==> config.mk <==
export PLATFORM = sky130hd
export DESIGN_NAME = addsub_serial_ovf
export DESIGN_NICKNAME = d
export VERILOG_FILES = /design/src/rtl/addsub_serial_ovf.sv
export SDC_FILE = /design/constraint.sdc
export NUM_CORES = 1
export LEC_CHECK = 0
export BUFFER_PORTS_ARGS = -buffer_cell sky130_fd_sc_hd__buf_2
export CORE_ASPECT_RATIO = 2
export CORE_MARGIN = 1
export CORE_UTILIZATION = 35
export CTS_CLUSTER_SIZE = 10
export DETAILED_ROUTE_END_ITERATION = 10
export PLACE_DENSITY = 0.6
export SYNTH_ARGS = -nofsm -noshare
export SYNTH_HDL_FRONTEND = slang
export SYNTH_SLANG_ARGS = --single-unit
export TNS_END_PERCENT = 5
==> constraint.sdc <==
create_clock -name clk -period 2.2 [get_ports clk]
set_input_delay 0.11 -clock clk [delete_from_list [all_inputs] [get_ports clk]]
set_output_delay 0.11 -clock clk [all_outputs]
set_load 0.05 [all_outputs]
==> src/rtl/addsub_serial_ovf.sv <==
// Digit-serial two's-complement add/subtract with carry, overflow, zero and
// negative flags and optional signed saturation; valid/ready on both sides.
module addsub_serial_ovf #(
  parameter int unsigned WIDTH = 8,
  parameter int unsigned DIGIT = 1
) (
  input  logic             clk,
  input  logic             rst,
  input  logic             in_valid,
  output logic             in_ready,
  input  logic [WIDTH-1:0] a,
  input  logic [WIDTH-1:0] b,
  input  logic             sub,
  input  logic             sat,
  output logic             out_valid,
  input  logic             out_ready,
  output logic [WIDTH-1:0] sum,
  output logic             carry,
  output logic             overflow,
  output logic             zero,
  output logic             neg
);

  localparam int unsigned N     = WIDTH / DIGIT;
  localparam int unsigned CNT_W = (N > 1) ? $clog2(N) : 1;

  typedef enum logic [1:0] {
    S_IDLE = 2'd0,
    S_RUN  = 2'd1,
    S_DONE = 2'd2
  } state_t;

  state_t             r_state;
  logic [WIDTH-1:0]   r_a;
  logic [WIDTH-1:0]   r_b;
  logic [WIDTH-1:0]   r_res;
  logic               r_c;
  logic               r_sat;
  logic               r_a_msb;
  logic               r_b_msb;
  logic [CNT_W-1:0]   r_cnt;
  logic               r_in_ready;
  logic               r_out_valid;
  logic [WIDTH-1:0]   r_sum;
  logic               r_carry;
  logic               r_ovf;
  logic               r_zero;
  logic               r_neg;

  logic [DIGIT:0]     w_slice;
  logic [WIDTH-1:0]   w_res_next;
  logic [WIDTH-1:0]   w_sat_val;
  logic [WIDTH-1:0]   w_final;
  logic               w_last;
  logic               w_ovf;

  // One digit of A + B' + carry; new digit enters the result from the top.
  assign w_slice    = (DIGIT+1)'(r_a[DIGIT-1:0]) + (DIGIT+1)'(r_b[DIGIT-1:0])
                    + (DIGIT+1)'(r_c);
  assign w_res_next = (r_res >> DIGIT)
                    | (WIDTH'(w_slice[DIGIT-1:0]) << (WIDTH - DIGIT));
  assign w_last     = (r_cnt == CNT_W'(N - 1));

  // Same-sign operands producing a different-sign result is signed overflow.
  assign w_ovf      = (r_a_msb == r_b_msb) && (w_res_next[WIDTH-1] != r_a_msb);
  assign w_sat_val  = r_a_msb ? {1'b1, {(WIDTH-1){1'b0}}} : {1'b0, {(WIDTH-1){1'b1}}};
  assign w_final    = (r_sat && w_ovf) ? w_sat_val : w_res_next;

  always_ff @(posedge clk) begin
    if (rst) begin
      r_state     <= S_IDLE;
      r_a         <= '0;
      r_b         <= '0;
      r_res       <= '0;
      r_c         <= 1'b0;
      r_sat       <= 1'b0;
      r_a_msb     <= 1'b0;
      r_b_msb     <= 1'b0;
      r_cnt       <= '0;
      r_in_ready  <= 1'b1;
      r_out_valid <= 1'b0;
      r_sum       <= '0;
      r_carry     <= 1'b0;
      r_ovf       <= 1'b0;
      r_zero      <= 1'b0;
      r_neg       <= 1'b0;
    end else begin
      case (r_state)
        S_IDLE: begin
          if (in_valid) begin
            r_a        <= a;
            r_b        <= sub ? ~b : b;
            r_c        <= sub;
            r_sat      <= sat;
            r_a_msb    <= a[WIDTH-1];
            r_b_msb    <= sub ? ~b[WIDTH-1] : b[WIDTH-1];
            r_cnt      <= '0;
            r_res      <= '0;
            r_in_ready <= 1'b0;
            r_state    <= S_RUN;
          end
        end
        S_RUN: begin
          r_a   <= r_a >> DIGIT;
          r_b   <= r_b >> DIGIT;
          r_c   <= w_slice[DIGIT];
          r_res <= w_res_next;
          r_cnt <= r_cnt + CNT_W'(1);
          if (w_last) begin
            r_sum       <= w_final;
            r_carry     <= w_slice[DIGIT];
            r_ovf       <= w_ovf;
            r_zero      <= (w_final == '0);
            r_neg       <= w_final[WIDTH-1];
            r_out_valid <= 1'b1;
            r_state     <= S_DONE;
          end
        end
        S_DONE: begin
          if (out_ready) begin
            r_out_valid <= 1'b0;
            r_in_ready  <= 1'b1;
            r_state     <= S_IDLE;
          end
        end
        default: r_state <= S_IDLE;
      endcase
    end
  end

  assign in_ready  = r_in_ready;
  assign out_valid = r_out_valid;
  assign sum       = r_sum;
  assign carry     = r_carry;
  assign overflow  = r_ovf;
  assign zero      = r_zero;
  assign neg       = r_neg;

endmodule

Yosys cells after proc, flatten, opt, wreduce, memory -nomap -nowiden:

Cells that the tools add are included.

* register bits: 47
* bits of input ports: 22
* output and inout bits: 14
* logic and storage cells: 67

* add/sub/neg operators: 3
* equality and inequality tests: 8
* muxes and demuxes: 24
* bitwise operators: 3
* reductions and logical operators: 13

Operator list (count)
* 8-bit 2-to-1 mux: 6
* 8-bit one-hot mux with 2 select lines: 3
* 3-bit AND reduction: 3
* 8-bit zero test: 1
* 8-bit NOT: 1
* 7-bit by 8-bit bitwise OR with 8-bit output: 1
* 1-bit 2-to-1 mux: 6
* 2-bit 2-to-1 mux: 3
* 2-bit != test (second input constant): 3
* 1-bit one-hot mux with 2 select lines: 3
* 2-bit one-hot mux with 3 select lines: 1
* 3-bit one-hot mux with 2 select lines: 1
* 2-bit AND reduction: 3
* 2-bit nonzero test: 3
* 3-bit by 1-bit adder with 3-bit output (second input constant): 1
* 3-bit == test (second input constant): 1
* 3-bit 2-to-1 mux: 1
* 1-bit by 1-bit adder with 2-bit output: 1
* 2-bit by 1-bit adder with 2-bit output: 1
* 2-bit by 1-bit == test with 1-bit output (second input constant): 1
* 2-bit == test (second input constant): 1
* 1-bit logical AND: 2
* 2-bit zero test: 1
* 1-bit == test: 1
* other kinds (2): 2

Logic depth before layout (Yosys ltp):

Gate-level depths: netlist of the first run.

* depth after elaboration: 8
* gate-level depth with buffers: 6
* depth with buffers taken out: 5

Worst setup path after synthesis of the first run:

OpenSTA, ideal clock, no wires.

* path kind: register to register
* start: register r_a[0]
* end: register r_sum[0], in the netlist sum[0]
* setup time: 154 ps
* data arrival time: 1655 ps
* path slack: 391 ps
* stages on the path, launching flop included: 5
* path buffers: 0
* period minus slack after synthesis: 1809 ps
* path through: dfxtp_1 > fa_1 > and4b_1 > a31oi_1 > a2111oi_0

* longest elaborated chain between the ends: 7

RTL lines
* start: declaration: line 34 `logic [WIDTH-1:0] r_a;`
* start signal: assignment: line 104 `r_a <= r_a >> DIGIT;`
* 1-bit by 1-bit adder with 2-bit output: line 58 `assign w_slice = (DIGIT+1)'(r_a[DIGIT-1:0]) + (DIGIT+1)'(r_b[DIGIT-1:0])`
* 2-bit by 1-bit adder with 2-bit output: line 59 `+ (DIGIT+1)'(r_c);`
* 7-bit by 8-bit bitwise OR with 8-bit output: line 61 `| (WIDTH'(w_slice[DIGIT-1:0]) << (WIDTH - DIGIT));`
* 1-bit != test: line 65 `assign w_ovf = (r_a_msb == r_b_msb) && (w_res_next[WIDTH-1] != r_a_msb);`
* 1-bit logical AND: line 65
* 1-bit logical AND: line 67 `assign w_final = (r_sat && w_ovf) ? w_sat_val : w_res_next;`
* 8-bit 2-to-1 mux: line 67
* end signal: assignment: line 110 `r_sum <= w_final;`
* end: declaration: line 44 `logic [WIDTH-1:0] r_sum;`

No other way between the ends.
A chain may end at the register's enable or synchronous reset.

Final worst setup path of the first run:

* start: register r_a[0]
* end: register r_sum[1], in the netlist sum[1]

Same word-level chain as after synthesis.

==> flow_summary.toml, run 1 <==
[placement]
place_area_mm2 = 0.00225
hpwl_um = 3010
place_congestion = 0.726
port_buffers = 35

[route]
ant_nets = 0
drtIter0Drc = 24
post_drt_wl_per_cell_um = 12.9
wirelength_um = 4240
firstDrtPassIters = 4
remaining_drc_errors = 0
routed_via_density = 5.14
via_count = 1685

[floorplan]
initial_core_util_pct = 36.9
dieArea_mm2 = 0.00614
die_w_um = 55.9
row_count = 38
chipHeight_um = 110
core_area_mm2 = 0.00552
io_pins = 36

[clocking]
ctsHtreeMaxLevel = 2
cts_tree = "yes"
cts_setup_buffers = 0
clk_path_buf_depth = 2
cts-buffers-inserted = 5
clk_pin_slew_ps = 80
postCtsHoldBufs = 0
cts-root-buf = "clkbuf_8"
clock_latency_ps = 290
clock-sinks = 45
cts-resized-gates = 0

[synthesis]
synth.distinct_cells = 43
synth_nets = 260
async_flop_share_pct = 0
ys_seq_elements = 45
seq_area_frac_synth_pct = 44.3
syn-cell-area_mm2 = 0.00203
yosysMostFrequentCell = "dfxtp_1"
synth_area_leaders = "dfxtp_1 (44%), nand2_1 (6.5%), nor2_1 (5.4%)"
yosys_warnings = 0
synth_cells = 235
synth-edff-count = 0
yosysTopAreaCellShare_pct = 44.3
yosys-top-cells-count = "dfxtp_1 (45), nand2_1 (35), nor2_1 (29), a21oi_1 (17)"
synth_area_leader_cell = "dfxtp_1"
avgSynthCellArea_um2 = 8.65
synth-main-ff-cell = "dfxtp_1"

[global_route]
grt_pass1_wl_um = 7400
grt_use_total_pct = 15.1
grt_overflow_total = 0
antenna_found_initial = 0
grt_pass1_vias = 1641
grt_max_degree = 35

[final_layout]
drive_gt1_share_pct = 21.3
area_growth_pct = 15.6
antennaDiodeCount = 0
final_area_mm2 = 0.00235
nNetsFinal = 292
multi_input_area_mm2 = 0.00102
fill_cells = 559
seq_area_um2 = 901

[setup_path]
worstPathArrival_ps = 2110
worstPathMaxFanout = 8
reg2reg_depth = 5
r2r-start = "r_a[0]"
crit_type = "flop to flop"
startpoint_type = "flop"
worstSetupEndpointType = "flop"
cp-startpoint = "r_a[0]"
critPathRequiredTime_ps = 2380

[power]
powerDensity_mw_per_mm2 = 703
power.leakage_uw = 0.000999
peakVddDrop_mv = 0.436

[sta]
hold_viol = 0
fin_worst_skew_ps = 3.88
tightest_slew_ps = 586
max_freq_mhz = 518
rsz0062_at_grt = "false"
period_minus_slack_ps = 1930
max_slew_margin_pct = 60.9
hold_slack_ps = 44.4
timing.final.max_slew_violations = 0
tns_ps = 0
setup_violations = 0
period_share_pct = 87.7

[min_path]
hold_path_class = "primary input to flop"
hold_depth = 3
hp-start = "sat"

[status]
status = "finished, final reports clean"

[job]
cap_violations = 0
-- report_power, final --
| group | leakage [uW] | internal, uW | switching (uW) |
|---|---|---|---|
| clock network | 0.0000542 | 284 | 277 |
| logic | 0.000578 | 91.0 | 124 |
| registers | 0.000367 | 852 | 25.1 |
| total | 0.000999 | 1230 | 426 |
-- cells in the final DEF (no fill, tap or decap), types with 8 or more instances in the layout --
cell	n
a21oi_1	17
a311oi_1	10
buf_2	35
buf_4	10
dfxtp_1	45
nand2_1	35
nand3_1	10
nand3b_1	8
nor2_1	29
xor2_1	8
-- per-stage QoR --
step	setup slack (ps)	power (uW)	instances	util (%)
floorplan	391	1050	235	-
global placement	323	1110	320	40.8
detailed placement	256	1110	320	40.8
CTS	250	1680	328	42.6
global route	126	1740	328	42.6
finish	271	1650	328	42.6
-- worst paths after layout --
kind | endpoint | slack [ps]
worst max-delay path | sum[1] | 270
worst min-delay path | r_sat | 40
worst max register to register | sum[1] | 270
worst min register to register | carry | 460
-- flip-flops by register name, summed over array words and instances, names as in the netlist --
register and count:
in_ready 1, zero 1, carry 1, sum 8, r_b 8, r_sat 1, r_cnt 3, r_state 2
r_a 8, out_valid 1, r_b_msb 1, r_res 7, r_c 1, r_a_msb 1, overflow 1
-- area by class of cell --
| class | count | share of cell area (%) |
|---|---|---|
| clock buffers | 7 | 4.10 |
| clock inverters | 1 | 0.213 |
| inverters | 2 | 0.319 |
| multi-input cells | 168 | 43.2 |
| flip-flops and latches | 45 | 38.3 |
| well taps | 60 | 3.19 |
| repair buffers | 45 | 10.6 |
-- worst max-delay path: stages (launching register included) --
cell and delay [ps]:
dfxtp_1 330, fa_1 580, and4b_1 330, a31oi_1 50, buf_4 170, a2111oi_0 350
-- cells by family after synthesis --
| logic type | after synthesis | share of synthesized area, % |
|---|---|---|
| AOI/OAI and AO/OA | 57 | 20.0 |
| and+or+nand+nor | 99 | 23.8 |
| xor gates and xnor gates | 8 | 3.45 |
| adders and majority gates | 3 | 2.22 |
| buffers and inverters | 22 | 5.72 |
| muxes | 1 | 0.492 |
| DFF | 45 | 44.3 |
-- routing by layer --
layer	GRT usage [%]	up-vias	routed length (um)
met1	16.6	754	1860
li1	-	892	-
met3	2.94	7	135
met4	6.79	0	82
met5	0	-	0
met2	27.7	32	2170
No activity file was read; power rests on OpenSTA's default activity.
==> inputs of run 2 (changes only) <==
Settings changed: ABC_AREA from default to 1.
==> flow_summary.toml, run 2 <==
[global_route]
grt_max_degree = 27
grt_pass1_vias = 1631
antenna_found_initial = 0
grt_overflow_total = 0
grt_pass1_wl_um = 7180
grt_use_total_pct = 16.6

[synthesis]
async_flop_share_pct = 0
syn-cell-area_mm2 = 0.00197
yosysTopAreaCellShare_pct = 45.8
synth-main-ff-cell = "dfxtp_1"
yosys-top-cells-count = "nand2_1 (82), dfxtp_1 (45), a21oi_1 (22), o21ai_0 (19), inv_1 (18)"
synth_nets = 281
yosys_warnings = 0
synth_cells = 256
yosysMostFrequentCell = "nand2_1"
seq_area_frac_synth_pct = 45.8
synth.distinct_cells = 29
synth_area_leader_cell = "dfxtp_1"
avgSynthCellArea_um2 = 7.69
ys_seq_elements = 45
synth_area_leaders = "dfxtp_1 (46%), nand2_1 (16%), a21oi_1 (5.6%)"
synth-edff-count = 0

[floorplan]
die_w_um = 55.0
io_pins = 36
dieArea_mm2 = 0.00595
chipHeight_um = 108
row_count = 38
initial_core_util_pct = 36.3
core_area_mm2 = 0.00542

[clocking]
cts-resized-gates = 0
clock_latency_ps = 300
cts-buffers-inserted = 5
clk_pin_slew_ps = 80
clock-sinks = 45
cts_tree = "yes"
clk_path_buf_depth = 2
cts_setup_buffers = 0
postCtsHoldBufs = 0
ctsHtreeMaxLevel = 2
cts-root-buf = "clkbuf_8"

[final_layout]
area_growth_pct = 14.7
nNetsFinal = 311
final_common_cell = "nand2_1"
final_cell_mix = "nand2_1 (82), dfxtp_1 (45), buf_2 (35)"
drive_gt1_share_pct = 19.2
final_area_mm2 = 0.00226
fin_util_pct = 41.6
antennaDiodeCount = 0

[placement]
port_buffers = 35
pre_cts_slack_ps = 449
hpwl_um = 3010
place_area_mm2 = 0.00214
place_congestion = 0.797

[route]
wirelength_um = 4230
drtIter0Drc = 25
post_drt_wl_per_cell_um = 12.2
remaining_drc_errors = 0
ant_nets = 0
firstDrtPassIters = 4
routed_via_density = 5.01
via_count = 1737

[power]
powerDensity_mw_per_mm2 = 777
power.leakage_uw = 0.000997
peakVddDrop_mv = 0.459
power_uw = 1750

[setup_path]
r2r-start = "r_a[0]"
worstSetupEndpointType = "flop"
r2r_setup_slack_ps = 430
worstPathArrival_ps = 2000
cp-startpoint = "r_a[0]"
worstPathMaxFanout = 10
crit_type = "flop to flop"
startpoint_type = "flop"
critPathRequiredTime_ps = 2430

[job]
cap_violations = 0

[sta]
tightest_slew_ps = 711
timing.final.max_slew_violations = 0
hold_viol = 0
max_freq_mhz = 566
period_minus_slack_ps = 1770
max_slew_margin_pct = 52.5
fin_worst_skew_ps = 5.33
tns_ps = 0
setup_violations = 0
layout_setup_ws_ps = 432
rsz0062_at_grt = "false"
period_share_pct = 80.4

[min_path]
hp-start = "out_ready"
hold_path_class = "primary input to flop"

[status]
status = "finished, final reports clean"
[run 2: metal layers]
| metal | track usage [%] | vias up | part of all wire [%] |
|---|---|---|---|
| li1 | - | 889 | - |
| met1 | 17.1 | 800 | 40 |
| met2 | 29.3 | 39 | 53 |
| met3 | 3.23 | 9 | 3.5 |
| met4 | 8.93 | 0 | 3.7 |
| met5 | 0 | - | 0 |
[run 2: stage by stage]
step / std cells / hold slack (ps)
after detailed placement: 339 / 338
after global placement: 339 / 331
after CTS: 347 / 16.5
after global routing: 347 / 18.9
final: 347 / 20.0
after floorplan: 256 / 213
[run 2: cells by family (layout without fill, tap and decap cells)]
family	Yosys count	in the layout	synth area share, %
flops	45	45	45.8
compound gates	62	62	17.7
buf+inv	35	66	8.84
xor+xnor	8	8	3.56
simple gates	103	103	21.9
fa+ha+maj	3	3	2.29
[run 2: critical path, stage by stage, from the launching register on]
cell and delay, ps:
dfxtp_1 330, fa_1 540, inv_1 100, nand2_1 60, nand2_2 90, nand3_4 120, nand2_1 80, nand2_1 70
nor2_1 100, nand3_1 90, a21oi_2 110
[run 2: power breakdown]
group	switching [uW]	total (uW)	internal [uW]	leakage [uW]
Sequential	25.8	881	855	0.000367
Clock	278	648	371	0.0000585
Combinational	144	225	81.0	0.000572
Total	447	1750	1310	0.000997
[run 2: final cells by class]
type                       count  area (um^2)
fill                         612         3160
sequential                    45          901
multi-input combinational    176          893
timing repair buffer          37          190
clock buffer                   7         86.3
inverter                      21         81.3
tap                           60         75.1
clock inverter                 1         30.0
[run 2: worst paths after layout]
check	depth (start not counted)	to
setup / recovery	10	zero
hold / removal	2	r_state[1]
setup reg to reg	10	zero
hold reg to reg	2	in_ready
==> inputs of run 3 (changes only) <==
Settings changed: PLACE_DENSITY 0.6 to 0.62.
Clock period 2.2 ns to 1.6 ns, I/O delays scaled along.
==> flow_summary.toml, run 3 (synthesis gave the netlist of run 2 again) <==
[status]
status = "finished, violations left"
failed_checks = "negative setup slack"

[final_layout]
fill_cells = 588
drive_gt1_share_pct = 27.5
antennaDiodeCount = 0
final_cell_mix = "nand2_1 (78), dfxtp_1 (42), buf_2 (35)"
nNetsFinal = 330
fin_util_pct = 44.6
multi_input_area_um2 = 926
seq_area_um2 = 905
final_common_cell = "nand2_1"
area_growth_pct = 22.7

[setup_path]
reg2reg_depth = 9
r2r_setup_slack_ps = -160
slowest_stage = "fa_2"
crit_type = "flop to flop"
worstSetupEndpointType = "flop"
crit_end = "zero"
r2r-start = "r_a[0]"
worstPathArrival_ps = 2000
r2r-end = "zero"
critPathRequiredTime_ps = 1840
worstPathMaxFanout = 7
startpoint_type = "flop"
timing.critical_path.slowest_cell_delay_ps = 610
cp-startpoint = "r_a[0]"
crit_chain = "fa_2 -> nand2_2 -> nand2_2 -> nand3_4 -> nand2_1 -> nand2_1 -> nor2_2 -> nand3_2 -> a21oi_2"

[route]
met1Wirelength_um = 1670
post_drt_wl_per_cell_um = 12.1
ant_nets = 0
wirelength_um = 4430
drtIter0Drc = 17
via_count = 1808
wl_met3_um = 120
top_layer = "met4"
routed_via_density = 4.94
remaining_drc_errors = 0
wl_met2_um = 2560
firstDrtPassIters = 4

[placement]
pre_cts_slack_ps = -101
port_buffers = 35
place_congestion = 0.777
hpwl_um = 3210

[power]
clkPwrFrac_pct = 29.6
switchingPower_uw = 633
combPwrFrac_pct = 17.5
p_seq_share_pct = 52.9
p_sw_share_pct = 27.5
power.leakage_uw = 0.00107
peakVddDrop_mv = 0.510
powerDensity_mw_per_mm2 = 951
p_int_uw = 1660

[sta]
tightest_slew_ps = 244
fin_worst_skew_ps = 4.44
setup_violations = 10
period_minus_slack_ps = 1760
period_share_pct = 110
max_freq_mhz = 569
rsz0062_at_grt = "true"
layout_setup_ws_ps = -159
timing.final.max_slew_violations = 0
max_slew_margin_pct = 83.5
hold_slack_ps = 40.8
hold_viol = 0

[global_route]
grt_overflow_total = 0
grt_max_degree = 21
grt_use_total_pct = 16.3
grt_pass1_wl_um = 7090
antenna_found_initial = 0
grt_pass1_vias = 1701

[floorplan]
row_count = 38
chipHeight_um = 108
die_w_um = 55.0
initial_core_util_pct = 36.3
dieArea_mm2 = 0.00595
core_area_mm2 = 0.00542
io_pins = 36

[min_path]
hp-start = "a[2]"
hold_path_class = "primary input to flop"

[clocking]
clock_latency_ps = 300
ctsHtreeMaxLevel = 2
clk_path_buf_depth = 2
cts-root-buf = "clkbuf_8"
cts_tree = "yes"
clock-sinks = 45
clk_pin_slew_ps = 80
cts-buffers-inserted = 5

[job]
cap_violations = 0
-- run 3: area by class of cell --
type	count	share of cell area, %
clock buffers	8	3.32
inverters	21	3.37
multi-input cells	176	38.3
well taps	60	3.11
flip-flops and latches	45	37.5
repair buffers	56	14.4
-- run 3: power by group through the flow --
stage | combinational [uW] | sequential (uW) | clock, uW
finish | 401 | 1220 | 680
global route | 445 | 1220 | 731
CTS | 364 | 1210 | 688
detailed placement | 361 | 1240 | 0
global placement | 355 | 1240 | 0
floorplan | 248 | 1240 | 0
-- run 3: critical path: cells and delay by family, from the launching register on --
| family | cells | cell delay, ps |
|---|---|---|
| compound gates | 1 | 130 |
| fa+ha+maj | 1 | 610 |
| flops | 1 | 340 |
| simple gates | 7 | 620 |
-- run 3: metal layers --
| metal | GRT usage, % | vias up |
|---|---|---|
| li1 | - | 926 |
| met1 | 15.9 | 839 |
| met2 | 30.7 | 34 |
| met3 | 3.38 | 9 |
| met4 | 6.61 | 0 |
| met5 | 0 | - |
-- run 3: worst min-delay path by stage --
| stage | depth (start not counted) | endpoint |
|---|---|---|
| after detailed placement | 2 | r_state[1] |
| final | 3 | r_a[2] |
| after CTS | 3 | r_a[2] |
| after global placement | 2 | r_state[1] |
| after global routing | 3 | r_a[0] |
| after floorplan | 1 | r_state[1] |
-- run 3: through the flow --
| stage | instances | TNS [ps] | area [um^2] | total power, uW |
|---|---|---|---|---|
| floorplan | 256 | -30.6 | 1970 | 1490 |
| global placement | 353 | -36.3 | 2260 | 1590 |
| detailed placement | 353 | -151 | 2260 | 1600 |
| CTS | 362 | -216 | 2350 | 2270 |
| global route | 366 | -1200 | 2410 | 2400 |
| finish | 366 | -686 | 2410 | 2300 |
-- run 3: what timing repair did --
action,CTS,global route
endpoints found under the setup margin,5,10
setup buffers,0,4
pin swaps,0,8
resized for setup,1,13
hold buffers,1,0
endpoints found under the hold margin,1,0
